==> src/rtl/wb_write_queue.sv <==
// Writeback write queue: buffers register-file writes while the write port is
// stalled, drains them in order, and forwards pending values to decode lookups.
module wb_write_queue #(
  parameter int unsigned DEPTH = 4,
  parameter int unsigned WIDTH = 64
) (
  input  logic                     Clk,
  input  logic                     Reset,
  input  logic                     InValid,
  input  logic [4:0]               InRD,
  input  logic [WIDTH-1:0]         InData,
  output logic                     InReady,
  input  logic                     WbStall,
  output logic                     RegWrite,
  output logic [4:0]               RD,
  output logic [WIDTH-1:0]         WriteData,
  input  logic [4:0]               RS1,
  input  logic [4:0]               RS2,
  output logic                     Hit1,
  output logic                     Hit2,
  output logic [WIDTH-1:0]         FwdData1,
  output logic [WIDTH-1:0]         FwdData2,
  output logic [$clog2(DEPTH):0]   Count,
  output logic                     Full,
  output logic                     Empty
);

  localparam int unsigned PTR_W = $clog2(DEPTH);
  localparam int unsigned CNT_W = PTR_W + 1;

  logic [PTR_W-1:0] head_q, head_d;
  logic [PTR_W-1:0] tail_q, tail_d;
  logic [CNT_W-1:0] count_q, count_d;
  logic [4:0]       rd_mem_q   [DEPTH];
  logic [4:0]       rd_mem_d   [DEPTH];
  logic [WIDTH-1:0] data_mem_q [DEPTH];
  logic [WIDTH-1:0] data_mem_d [DEPTH];

  logic             full_c;
  logic             empty_c;
  logic             push_c;
  logic             pop_c;

  // Pointer, occupancy and storage next-state
  always_comb begin
    head_d     = head_q;
    tail_d     = tail_q;
    count_d    = count_q;
    rd_mem_d   = rd_mem_q;
    data_mem_d = data_mem_q;

    full_c  = (count_q == CNT_W'(DEPTH));
    empty_c = (count_q == '0);
    // x0 requests are accepted but never stored
    push_c  = InValid && !full_c && (InRD != 5'd0);
    pop_c   = !empty_c && !WbStall;

    if (push_c) begin
      rd_mem_d[tail_q]   = InRD;
      data_mem_d[tail_q] = InData;
      tail_d             = tail_q + PTR_W'(1);
    end
    if (pop_c) begin
      head_d = head_q + PTR_W'(1);
    end
    case ({push_c, pop_c})
      2'b10:   count_d = count_q + CNT_W'(1);
      2'b01:   count_d = count_q - CNT_W'(1);
      default: count_d = count_q;
    endcase
  end

  always_ff @(posedge Clk) begin
    if (Reset) begin
      head_q  <= '0;
      tail_q  <= '0;
      count_q <= '0;
    end else begin
      head_q  <= head_d;
      tail_q  <= tail_d;
      count_q <= count_d;
    end
  end

  // Entry storage is not reset; occupancy alone decides validity
  always_ff @(posedge Clk) begin
    rd_mem_q   <= rd_mem_d;
    data_mem_q <= data_mem_d;
  end

  logic [PTR_W-1:0] idx_c;
  logic             hit1_c;
  logic             hit2_c;
  logic [WIDTH-1:0] fwd1_c;
  logic [WIDTH-1:0] fwd2_c;

  // Walk oldest to youngest so the youngest match overwrites earlier ones
  always_comb begin
    idx_c  = '0;
    hit1_c = 1'b0;
    hit2_c = 1'b0;
    fwd1_c = '0;
    fwd2_c = '0;
    for (int unsigned i = 0; i < DEPTH; i++) begin
      idx_c = head_q + PTR_W'(i);
      if (CNT_W'(i) < count_q) begin
        if ((RS1 != 5'd0) && (rd_mem_q[idx_c] == RS1)) begin
          hit1_c = 1'b1;
          fwd1_c = data_mem_q[idx_c];
        end
        if ((RS2 != 5'd0) && (rd_mem_q[idx_c] == RS2)) begin
          hit2_c = 1'b1;
          fwd2_c = data_mem_q[idx_c];
        end
      end
    end
  end

  // Write-port and lookup outputs are forced quiet while reset is asserted
  always_comb begin
    InReady   = !full_c;
    Full      = full_c;
    Empty     = empty_c;
    Count     = count_q;
    RegWrite  = Reset ? 1'b0 : pop_c;
    RD        = (Reset || empty_c) ? 5'd0 : rd_mem_q[head_q];
    WriteData = (Reset || empty_c) ? '0 : data_mem_q[head_q];
    Hit1      = Reset ? 1'b0 : hit1_c;
    Hit2      = Reset ? 1'b0 : hit2_c;
    FwdData1  = Reset ? '0 : fwd1_c;
    FwdData2  = Reset ? '0 : fwd2_c;
  end

endmodule

==> config.mk <==
export PLATFORM = sky130hd
export DESIGN_NAME = wb_write_queue
export DESIGN_NICKNAME = d
export VERILOG_FILES = /design/src/rtl/wb_write_queue.sv
export SDC_FILE = /design/constraint.sdc
export NUM_CORES = 1
export LEC_CHECK = 0
export ABC_CLOCK_PERIOD_IN_PS = 4050
export CORE_UTILIZATION = 56
export DETAILED_ROUTE_END_ITERATION = 10
export PLACE_DENSITY = 0.82
export SLEW_MARGIN = 20
export SYNTH_ARGS = -nofsm -noshare
export SYNTH_HDL_FRONTEND = slang
export SYNTH_SLANG_ARGS = --single-unit
export TNS_END_PERCENT = 5
==> constraint.sdc <==
create_clock -name Clk -period 4.05 [get_ports Clk]
set_input_delay 0.81 -clock Clk [delete_from_list [all_inputs] [get_ports Clk]]
set_output_delay 0.81 -clock Clk [all_outputs]
set_load 0.03 [all_outputs]
Word-level counts from Yosys, hierarchy flattened
Index checks and enable logic that the tools add are counted.
- word-level logic and storage cells: 134
- register bits after elaboration: 283
- output and inout bits: 206
- magnitude comparators: 10
- equality and inequality tests: 11
- reduce and logical (&&, ||, !) cells: 21
- $add $sub $neg: 6
- bitwise gates (word level): 5
- muxes and demuxes: 70
- operator list (operator ; count):
    2-to-1 mux 64 bit ; 28
    binary-select mux 64 bit (select 2 bit) ; 4
    bitwise mux 256 bit ; 1
    demux 64 bit (select 2 bit) ; 1
    2-to-1 mux 5 bit ; 10
    binary-select mux 5 bit (select 2 bit) ; 4
    == test 5 bit ; 8
    bitwise mux 20 bit ; 1
    2-to-1 mux 1 bit ; 19
    >= comparator 3 bit (second input constant) ; 5
    inverter 2 -> 3 bit ; 5
    nonzero test 5 bit ; 3
    logical AND 1 bit ; 12
    demux 5 bit (select 2 bit) ; 1
    < comparator 1 x 3 -> 1 bit (first input constant) ; 2
    < comparator 2 x 3 -> 1 bit (first input constant) ; 2
    case mux 3 bit (2 select lines) ; 1
    adder 2 x 1 -> 2 bit (second input constant) ; 2
    adder 2 bit (second input constant) ; 2
    adder 3 x 1 -> 3 bit (second input constant) ; 1
    == test 3 bit (second input constant) ; 1
    logical NOT 1 bit ; 3
    logical NOT 3 bit ; 1
    < comparator 3 x 1 -> 1 bit (second input constant) ; 1
    other kinds (5) ; 5

Depth between registers and ports, before layout
- word-level depth: 15
- mapped depth: 12

Worst setup path after synthesis
No wires, ideal clock.
- path kind: in2out
- from: input port RS2[1]
- to: output port FwdData2[19]
- setup slack: -0.077 ns
- arrival time: 3.317 ns
- stages on the path: 8
- required time: 3.240 ns
- path buffers: 3
- cell sequence: clkbuf_1 -> or4_1 -> or2_2 -> o2111ai_1 -> buf_2 -> clkbuf_1 -> nor2_1 -> a311oi_1
- longest elaborated chain between the ends: 11
- elaborated cells between the ends (all ways): 18
- those cells by class: 4 x eq/ne; 9 x mux; 5 x reduce/logical
- ends and longest elaborated chain (element ; line ; text):
    start, declared ; 18 ; input logic [4:0] RS2,
    == test 5 bit or nonzero test 5 bit (tied branches) ; 111 ; if ((RS2 != 5'd0) && (rd_mem_q[idx_c] == RS2)) begin
    logical AND 1 bit ; 111 ;
    2-to-1 mux 64 bit ; 111 ;
    2-to-1 mux 64 bit ; 106 ; if (CNT_W'(i) < count_q) begin
    2-to-1 mux 64 bit ; 111 ;
    2-to-1 mux 64 bit ; 106 ;
    2-to-1 mux 64 bit ; 111 ;
    2-to-1 mux 64 bit ; 106 ;
    2-to-1 mux 64 bit ; 111 ;
    2-to-1 mux 64 bit (*) ; 106 ;
    2-to-1 mux 64 bit (*) ; 131 ; FwdData2 = Reset ? '0 : fwd2_c;
    end, declared ; 22 ; output logic [WIDTH-1:0] FwdData2,
Every way passes the cells marked *; elsewhere a longest branch is shown, timed or not.

Worst setup path after layout
- from: register head_q[0]
- to: output port FwdData1[12]
- longest elaborated chain between the ends: 15
- elaborated cells between the ends (all ways): 48
- those cells by class: 3 x add/sub; 4 x eq/ne; 33 x mux; 4 x bitwise; 4 x reduce/logical
- ends and longest elaborated chain (element ; line ; text):
    start, declared ; 31 ; logic [PTR_W-1:0] head_q, head_d;
    start signal, assigned ; 75 ; head_q <= '0;
    start signal, assigned ; 79 ; head_q <= head_d;
    parallel branches: the longest is 13 deep, another holds adder 2 x 1 -> 2 bit ; -- ;
    2-to-1 mux 64 bit (*) ; 106 ;
    2-to-1 mux 64 bit (*) ; 130 ; FwdData1 = Reset ? '0 : fwd1_c;
    end, declared ; 21 ; output logic [WIDTH-1:0] FwdData1,
Mark *: on every way between the ends. The select of a mux whose other input is x is not followed.

==> summary.md <==
### Setup path
- reg-to-reg critical path startpoint: Count[0]$_SDFFE_PP0P_
- buffers and inverters on the worst path: 5
- depth of the worst register-to-register path: 6
- Worst setup EP type: primary output
- source of the critical timing path: head_q[0]$_SDFFE_PP0P_
- R2R Setup Slk: 1360 ps
- maximum cell stage delay along the critical path: 570 ps
- Worst path top cell family by delay: simple AND/OR/NAND/NOR gates
- data arrival time of the critical path: 3690 ps
- cell-by-cell trace of the critical path: buf_12 > mux4_2 > nor3_1 > a21o_1 > nand4_1 > buf_4 > buf_4 > buf_12 > nor4_1 > nor3_2 > nor2_1 > buf_4
- kind of launch point of the worst setup path: flip-flop
- WP depth: 12
- data required time of the critical path: 3240 ps
- maximum fanout count along the critical path: 24
- destination of the worst register-to-register timing path: data_mem_q[134]$_DFFE_PP_
- Max stage delay cell, worst path: sky130_fd_sc_hd__mux4_2
- path type of the worst setup path: flip-flop to primary output
- Critical Path Sink: FwdData1[12]
- cell occurring most often along the worst timing path: sky130_fd_sc_hd__buf_4

### Logic synthesis
- most frequent cell after synthesis: sky130_fd_sc_hd__nor2_1
- top cells by instance count after synthesis: 464 x sky130_fd_sc_hd__nor2_1, 276 x sky130_fd_sc_hd__edfxtp_1, 191 x sky130_fd_sc_hd__nand2_1
- cell count after synthesis: 2225
- register bit count reported by yosys: 283
- sequential area share after synthesis: 41.8%
- Syn. warnings: 0
- post-synth top area share: 41.2%
- fraction of registers with async set/reset: 0%
- synth top area cells: sky130_fd_sc_hd__edfxtp_1 41%, sky130_fd_sc_hd__nor2_1 8.6%, sky130_fd_sc_hd__mux2_2 7.4%
- cell type with the largest total area after synthesis: sky130_fd_sc_hd__edfxtp_1
- net count of the mapped netlist: 2317
- number of synthesized flops with an enable pin: 276
- Post-Synthesis Mean Instance Area: 9.05 um^2
- ys flop type: sky130_fd_sc_hd__edfxtp_1
- synthesized area: 20100 um^2
- post-synthesis cell type count: 51

### Drt
- total vias in the final route: 20800
- initial drt markers: 2624
- final WL: 77600 um
- average via count per standard cell: 6.86
- total DRC errors in the routed layout: 0
- first-pass iteration count of the detailed router: 7
- Routed WL per cell: 25.6 um
- count of nets left with antenna violations after detail routing: 0

### Power and ir drop
- register share of total power: 27.0%
- switching fraction of total power: 41.8%
- total power of the final layout: 13.5 mW
- largest voltage drop on the vdd net: 0.509 mV
- net switching component of the power: 5.65 mW
- power per cell area: 497 nW/um^2
- internal power summed over all cells: 7.86 mW
- Leak: 9.17 nW
- clock power share: 21.5%
- relative contribution of combinational cells to total power: 51.6%

### STA
- Max-slew headroom: 36.4%
- minimum hold slack: 597 ps
- crit path time final: 4500 ps
- Setup WS post-layout: -447 ps
- setup-violating endpoint count in the final report: 158
- final max-slew violation count: 0
- Worst Max-Slew Pin Slew: 954 ps
- Peak Freq: 0.222 GHz
- final worst path period share: 111%
- Layout Skew: 20.6 ps
- unrepaired setup endpoints after global routing: true
- endpoints failing hold: 0

### Layout
- layout-stage area growth over the synthesis result: 34.9%
- final layout net count: 2628
- final standard cell area without fillers: 27200 um^2
- non-filler instance count after layout: 3027
- fraction of layout instances using a drive strength above 1: 30.0%

### Global route
- leftover overflow at the end of global routing: 0
- global routing usage on met3: 9.32%
- most crowded layer after global routing: met2
- global routing usage on met2: 62.1%
- GR Util All Layers: 39.9%
- vias in the first global route: 20000
- pin count of the biggest net entering global routing: 199
- met1 Resource Use GR: 50.2%
- initial antenna violation count: 9
- global-route wire length before repair: 112000 um

### Floorplan
- effective utilization at floorplan: 56.8%
- Die Footprint: 36700 um^2
- DIE WIDTH: 192 um
- FP Rows: 69
- height of the chip: 192 um
- placeable core area: 35500 um^2
- top-level I/O count: 289

### Clock tree
- clock buffer count from CTS: 31
- total number of clock tree sinks: 283
- insertion delay of the later-clocked pin in the worst-skew pair: 570 ps
- master cell of the clock root buffer: sky130_fd_sc_hd__clkbuf_16
- clock-pin transition on the worst setup and hold timing paths: 60 ps
- clock buffer depth: 3
- H-tree depth: 1
- CTS tree: done

### Run
- Max-cap violations: 0

### Placement
- routability congestion estimate from global placement: 0.927
- buffers added on ports: 288
- placed cell areas: 24100 um^2
- number of placed instances with taps included: 2915
- HPWL after detailed placement: 44000 um

### Min path
- worst hold path type: flip-flop to flip-flop
- hold path cells: 2

### Status
- run status: complete, but fails checks
- violated checks: negative setup slack

==> cell families (layout without fill, tap and decap cells) <==
family | after synthesis | in the layout | share of synthesized area, %
AO/OA/AOI/OAI | 474 | 474 | 14.6
XOR/XNOR | 45 | 45 | 1.96
adder cells (fa/ha/maj) | 9 | 9 | 0.559
buffers and inverters | 227 | 561 | 5.13
flip-flops | 283 | 283 | 41.8
multiplexers | 292 | 292 | 16.0
other | 0 | 7 | 0
AND/OR/NAND/NOR | 895 | 895 | 20.0
==> per-layer routing <==
layer,share of wire [%],vias up
met5,0.054,-
li1,-,8811
met4,7.3,6
met2,45,1742
met1,34,9730
met3,13,472
==> layout make-up <==
type	count	area, um^2
diodes	7	17.5
flip-flops and latches	283	8440
clock buffers	35	791
well taps	461	577
fillers	2237	8310
repair buffers	495	5340
clock inverters	21	241
multi-input cells	1715	11700
inverters	10	45.0
==> layout by cell type, fill, tap and decap left out, types with 5 or more instances in the layout <==
cell type / instances
sky130_fd_sc_hd__and2_1: 9
sky130_fd_sc_hd__o221ai_2: 15
sky130_fd_sc_hd__xor2_1: 17
sky130_fd_sc_hd__mux2_2: 132
sky130_fd_sc_hd__bufinv_16: 5
sky130_fd_sc_hd__a311oi_1: 27
sky130_fd_sc_hd__nor4_2: 9
sky130_fd_sc_hd__a311oi_2: 32
sky130_fd_sc_hd__nor4_1: 54
sky130_fd_sc_hd__a21oi_1: 131
sky130_fd_sc_hd__clkbuf_16: 36
sky130_fd_sc_hd__buf_8: 11
sky130_fd_sc_hd__nor3_4: 6
sky130_fd_sc_hd__buf_16: 12
sky130_fd_sc_hd__mux4_2: 9
sky130_fd_sc_hd__nand2_2: 13
sky130_fd_sc_hd__o21ai_1: 61
sky130_fd_sc_hd__edfxtp_1: 276
sky130_fd_sc_hd__buf_6: 48
sky130_fd_sc_hd__xnor2_1: 26
sky130_fd_sc_hd__o21ai_2: 6
sky130_fd_sc_hd__nand2_1: 174
sky130_fd_sc_hd__clkinv_1: 6
sky130_fd_sc_hd__o21ai_0: 120
sky130_fd_sc_hd__clkdlybuf4s50_1: 151
sky130_fd_sc_hd__buf_12: 47
sky130_fd_sc_hd__nor3_2: 75
sky130_fd_sc_hd__o221ai_1: 49
sky130_fd_sc_hd__nor2_1: 429
sky130_fd_sc_hd__ha_1: 9
sky130_fd_sc_hd__inv_1: 8
sky130_fd_sc_hd__buf_4: 215
sky130_fd_sc_hd__nor2_2: 31
sky130_fd_sc_hd__mux2i_1: 146
sky130_fd_sc_hd__nor3_1: 58
sky130_fd_sc_hd__diode_2: 7
==> worst min path at each step <==
stage                                       from                      to  slack [ps]
after floorplan           tail_q[0]$_SDFFE_PP0P_  tail_q[0]$_SDFFE_PP0P_         540
after global placement    tail_q[0]$_SDFFE_PP0P_  tail_q[0]$_SDFFE_PP0P_         560
after detailed placement  tail_q[0]$_SDFFE_PP0P_  tail_q[0]$_SDFFE_PP0P_         580
after CTS                 tail_q[0]$_SDFFE_PP0P_  tail_q[0]$_SDFFE_PP0P_         590
after global routing      tail_q[0]$_SDFFE_PP0P_  tail_q[0]$_SDFFE_PP0P_         620
final                     tail_q[0]$_SDFFE_PP0P_  tail_q[0]$_SDFFE_PP0P_         600
==> flip-flops by register name, indices dropped and copies added (netlist names) <==
register and flops:
rd_mem_q 20, tail_q 2, data_mem_q 256, head_q 2, Count 3
==> worst reg2reg max path, delay by kind of cell (launching register included) <==
family | cells | cell delay [ps]
adder cells (fa/ha/maj) | 1 | 240
flip-flops | 1 | 540
buffers and inverters | 2 | 520
AO/OA/AOI/OAI | 1 | 360
AND/OR/NAND/NOR | 2 | 700
==> power groups by stage <==
stage	Clock (mW)	Combinational, mW	Sequential [mW]
final	2.90	6.97	3.64
after global routing	3.02	7.29	3.67
after CTS	2.89	6.55	3.63
after detailed placement	0	6.15	3.71
after global placement	0	6.01	3.69
after floorplan	0	4.22	3.66
==> repair_timing <==
| item | 4_1_cts | 5_1_grt |
|---|---|---|
| resized for setup | 183 | 129 |
| pin swaps | 75 | 51 |
| gates cloned | 12 | 5 |
| hold buffers | 0 | 0 |
| buffers inserted | 34 | 2 |
| endpoints found under the setup margin | 192 | 183 |
==> per-stage QoR <==
| stage | utilization, % | setup WS, ps | setup TNS [ps] |
|---|---|---|---|
| 6_report | 76.6 | -447 | -22890 |
| 5_1_grt | 76.6 | -540 | -38620 |
| 4_1_cts | 74.7 | -176 | -11350 |
| 3_5_place_dp | 68.0 | -383 | -15370 |
| 3_3_place_gp | 68.0 | -351 | -11740 |
| 2_1_floorplan | - | -76.8 | -3220 |
Power figures use the tool's default switching activity.
